File: config.mk
export PLATFORM = sky130hd
export DESIGN_NAME = cipher_byte_serializer
export DESIGN_NICKNAME = d
export VERILOG_FILES = /design/src/rtl/aes_pkg.sv /design/src/rtl/cipher_byte_serializer.sv
export SDC_FILE = /design/constraint.sdc
export NUM_CORES = 1
export LEC_CHECK = 0
export ABC_AREA = 1
export CORE_MARGIN = 2
export CORE_UTILIZATION = 45
export CTS_CLUSTER_DIAMETER = 120
export DETAILED_ROUTE_END_ITERATION = 7
export PLACE_DENSITY = 0.73
export SYNTH_ARGS = -nofsm -noshare
export SYNTH_HDL_FRONTEND = slang
export SYNTH_SLANG_ARGS = --single-unit
File: constraint.sdc
create_clock -name clk -period 4.2 [get_ports clk]
set_input_delay 0.63 -clock clk [delete_from_list [all_inputs] [get_ports clk]]
set_output_delay 0.63 -clock clk [all_outputs]
set_load 0.03 [all_outputs]
File: src/rtl/aes_pkg.sv
// rtl/aes_pkg.sv - shared AES block geometry and serializer state types
package aes_pkg;

  localparam int AES_BLOCK_W   = 128;
  localparam int AES_NUM_BYTES = 16;
  localparam int AES_BYTE_W    = 8;
  localparam int AES_IDX_W     = $clog2(AES_NUM_BYTES);

  // IDLE: nothing held; SEND: a block is held and its bytes are being offered
  typedef enum logic {
    IDLE = 1'b0,
    SEND = 1'b1
  } ser_state_t;

  typedef logic [AES_IDX_W-1:0] byte_idx_t;

endpackage

File: src/rtl/cipher_byte_serializer.sv
// rtl/cipher_byte_serializer.sv - 128-bit cipher block to byte stream, B0 first
module cipher_byte_serializer
  import aes_pkg::*;
#(
  parameter int NUM_BYTES = AES_NUM_BYTES,
  parameter int BYTE_W    = AES_BYTE_W
) (
  input  logic                        clk,
  input  logic                        rst,
  input  logic [NUM_BYTES*BYTE_W-1:0] in_cipher,
  input  logic                        in_valid,
  output logic                        in_ready,
  output logic [BYTE_W-1:0]           out_byte,
  output logic                        out_valid,
  input  logic                        out_ready,
  output logic                        out_last,
  output logic                        busy
);

  localparam int BLOCK_W = NUM_BYTES * BYTE_W;
  localparam int IDX_W   = (NUM_BYTES > 1) ? $clog2(NUM_BYTES) : 1;
  localparam logic [IDX_W-1:0] LAST_IDX = IDX_W'(NUM_BYTES - 1);

  ser_state_t         state_q;
  ser_state_t         state_d;
  logic [IDX_W-1:0]   idx_q;
  logic [BLOCK_W-1:0] hold_q;
  logic [BYTE_W-1:0]  sel_byte;
  logic               at_last;
  logic               capture;
  logic               advance;

  // index sits on the final byte; only meaningful while a block is held
  assign at_last = (idx_q == LAST_IDX);

  // a new block is taken whenever the handshake completes, including on the last-byte transfer
  assign capture = in_valid && in_ready;

  // step to the next byte only on a non-final transfer; the index never wraps on its own
  assign advance = (state_q == SEND) && out_ready && !at_last;

  // state register
  always_ff @(posedge clk) begin
    if (rst) begin
      state_q <= IDLE;
    end else begin
      state_q <= state_d;
    end
  end

  // holding register and byte index; in_cipher is sampled only on the accepting edge
  always_ff @(posedge clk) begin
    if (rst) begin
      hold_q <= '0;
      idx_q  <= '0;
    end else if (capture) begin
      hold_q <= in_cipher;
      idx_q  <= '0;
    end else if (advance) begin
      idx_q  <= idx_q + IDX_W'(1);
    end
  end

  // next state: stay in SEND across blocks when a new one arrives on the final byte
  always_comb begin
    state_d = state_q;
    case (state_q)
      IDLE:    if (in_valid) state_d = SEND;
      SEND:    if (out_ready && at_last && !in_valid) state_d = IDLE;
      default: state_d = IDLE;
    endcase
  end

  // byte select from the holding register only, MSB byte first
  always_comb begin
    sel_byte = '0;
    for (int i = 0; i < NUM_BYTES; i++) begin
      if (idx_q == IDX_W'(i)) begin
        sel_byte = hold_q[(NUM_BYTES-1-i)*BYTE_W +: BYTE_W];
      end
    end
  end

  // outputs: valid/last/byte follow the held block; in_ready opens on IDLE or the final transfer
  always_comb begin
    busy      = (state_q == SEND);
    out_valid = busy;
    out_last  = busy && at_last;
    out_byte  = busy ? sel_byte : '0;
    in_ready  = (state_q == IDLE) || (busy && at_last && out_ready);
  end

endmodule

==> results.yml, run 1 <==
outcome:
  status: "completed"
finish:
  final_cell_mix: "nor2_1, nand2_1, clkdlybuf4s50_1, dfxtp_1, o21ai_0"
  num_antenna_cells: 0
  drive_above_1_share_pct: 6.10
  syn_to_final_growth_pct: 34.6
  layout.nets: 1205
  layout_commonest_cell: "nor2_1"
  fin_area_um2: 8420
clock_tree:
  cts_buffers: 17
  clk_pin_slew_worst_paths_ns: 0.06
  clk_path_buf_depth: 2
  numClockSinks: 133
  clkLatencyLatePin_ns: 0.42
  htree_levels: 4
  hold_buffers: 0
  tritoncts: "built"
  cts_root_buf: "clkbuf_16"
setup_path:
  cp-start-kind: "flop"
  worst_ep_required_time_ns: 3.57
  worstSetupPathType: "flop to output port"
  worst_ep_arrival_time_ns: 3.31
  endpoint_kind: "output port"
  critPathMaxFanout: 9
routing:
  wl_met1_um: 8280
  drt_iter0_drc: 591
  drc_errors: 0
  dr_wl_met3_um: 1040
  viasPerCell: 4.93
  ant_nets: 0
  wl_um: 17100
  first_pass_iters: 5
  wl_met2_um: 7500
  top_layer_used: "met4"
  vias: 6221
  routedWlPerCell_um: 13.5
logic_synthesis:
  yosys.area_share.simple_pct: 32.4
  yosysUniqueCellTypes: 23
  synthXorXnorAreaFrac_pct: 0.140
  ys_ff_latch: 133
  synth-compound-area-share_pct: 15.9
  syn_area_um2: 6260
  synth_top_family_by_area: "simple AND/OR/NAND/NOR gates"
  seq_area_frac_synth_pct: 42.6
  synthAdderAreaFrac_pct: 0.800
  synthCells: 952
  synth_warnings: 0
  syn_nets: 1088
  synthMuxAreaShare_pct: 0
  syn_avg_cell_area_um2: 6.57
place:
  hpwl_um: 11500
  placed_area_um2: 7740
  gp_congestion: 0.891
  io_buffers: 143
floorplanning:
  die_area_um2: 14900
  num_io_pins: 144
  die_h_um: 122
  die_w_um: 122
  rows: 43
  core_area_um2: 13700
  start_util_pct: 45.6
run:
  cap_violations: 0
timing:
  setup_viol: 0
  slew_headroom_pct: 29.6
  fmax_mhz: 254
  tightestPinTransition_ns: 1.06
  finalCritPeriodShare_pct: 93.8
  slew_viol_final: 0
  hold_violations: 0
  tns_ns: 0
  rsz0062_at_grt: "false"
  fin_crit_ns: 3.94
  skew_ns: 0.00433
power:
  cellLeakagePower_nw: 3.80
  pwr_density_cell_nw_per_um2: 405
  peakVddDrop_uv: 281
worst_hold_path:
  min_path_type: "flop to flop"
grt:
  grtUsageTotal_pct: 23.4
  grt_overflow: 0
  grt_pass1_vias: 5756
  grt_max_degree: 113
  antenna_found_initial: 0
  grt_pass1_wl_um: 27500
Yosys cell counts:
master | instances | share of area, %
inv_2 | 11 | 0.66
a21oi_1 | 52 | 4.2
or2_1 | 7 | 0.70
dfxtp_1 | 133 | 43
nor2_4 | 4 | 0.72
nor2_1 | 265 | 16
buf_6 | 2 | 0.36
nand2_1 | 153 | 9.2
buf_4 | 1 | 0.12
clkbuf_1 | 33 | 2.0
ha_1 | 4 | 0.80
o21ai_1 | 44 | 3.5
xor2_1 | 1 | 0.14
o21ai_0 | 101 | 8.1
nand3b_1 | 7 | 0.84
nand4_1 | 1 | 0.10
nand3_1 | 50 | 4.0
inv_1 | 55 | 3.3
nand2_4 | 1 | 0.18
buf_2 | 23 | 1.8
or2_2 | 1 | 0.10
a221oi_1 | 1 | 0.14
nor2_8 | 2 | 0.64
cells by family (layout without fill, tap and decap cells):
logic type                 Yosys count  in the layout
AOI/OAI and AO/OA                  198            198
buffers and inverters              125            255
xor gates and xnor gates             1              1
and+or+nand+nor                    491            491
DFF                                133            133
adders and majority gates            4              4
state kept, by name (all words and copies together), names as in the netlist:
name,flops
hold_q,128
idx_q,4
busy,1
worst paths after layout:
path / from / end / slack, ns / cells past startpoint
min reg2reg: hold_q[51] / hold_q[51] / 0.45 / 2
max: idx_q[0] / out_byte[6] / 0.26 / 18
max reg2reg: idx_q[0] / hold_q[121] / 1.25 / 8
min: hold_q[51] / hold_q[51] / 0.45 / 2
power breakdown:
| group | switching, mW | leakage (nW) | internal, mW |
|---|---|---|---|
| sequential | 0.0558 | 1.10 | 1.36 |
| combinational | 0.210 | 2.39 | 0.200 |
| clock | 0.533 | 0.313 | 1.05 |
area by class of cell:
| type | count | area (µm²) |
|---|---|---|
| clock buffer | 23 | 488 |
| clock inverter | 9 | 148 |
| fill | 1318 | 5300 |
| inverter | 66 | 250 |
| multi-input combinational | 694 | 3090 |
| sequential | 133 | 2660 |
| tap | 180 | 225 |
| timing repair buffer | 157 | 1560 |
critical path, stage by stage, from the launching register on:
cell and delay [ns]:
dfxtp_1 0.40, inv_1 0.10, ha_1 0.33, nand2_1 0.28
o21ai_0 0.14, inv_1 0.08, nand2_1 0.05, nand2_1 0.05
nand2_1 0.04, nand2_1 0.05, nand3_1 0.08, nand3_1 0.08
nand2_1 0.05, nand2_1 0.08, nand2_1 0.06, nand3_1 0.07
nand2_1 0.10, a21oi_1 0.16, clkdlybuf4s50_1 0.69
repair_timing:
item	4_1_cts	5_1_grt
buffers inserted	0	3
pin swaps	0	1
hold endpoints to repair	0	0
gates resized for setup	1	7
endpoints found under the setup margin	3	8
cloned	0	0
per-stage QoR:
| stage | setup WS [ns] | total power [mW] | cells | util (%) | hold WS (ns) |
|---|---|---|---|---|---|
| after floorplan | 1.24 | 1.64 | 952 | - | 0.425 |
| after global placement | 0.474 | 1.84 | 1227 | 56.4 | 0.439 |
| after detailed placement | 0.438 | 1.85 | 1227 | 56.4 | 0.441 |
| after CTS | 0.0778 | 3.43 | 1259 | 61.1 | 0.448 |
| after global routing | 0.0233 | 3.54 | 1262 | 61.4 | 0.475 |
| final | 0.259 | 3.41 | 1262 | 61.4 | 0.451 |
layer usage:
layer  global-route usage [%]  vias to the layer above
met4                     7.04                        0
met5                        0                        -
met2                     35.4                      169
met3                     5.90                       23
li1                         -                     3248
met1                     32.8                     2781
Note: power is estimated with default switching activity, not from simulation.
==> inputs of run 2 (changes only) <==
- CAP_MARGIN: default -> 20
==> results of run 2 <==
No change in the layout: final DEF, timing and power equal those of run 1.
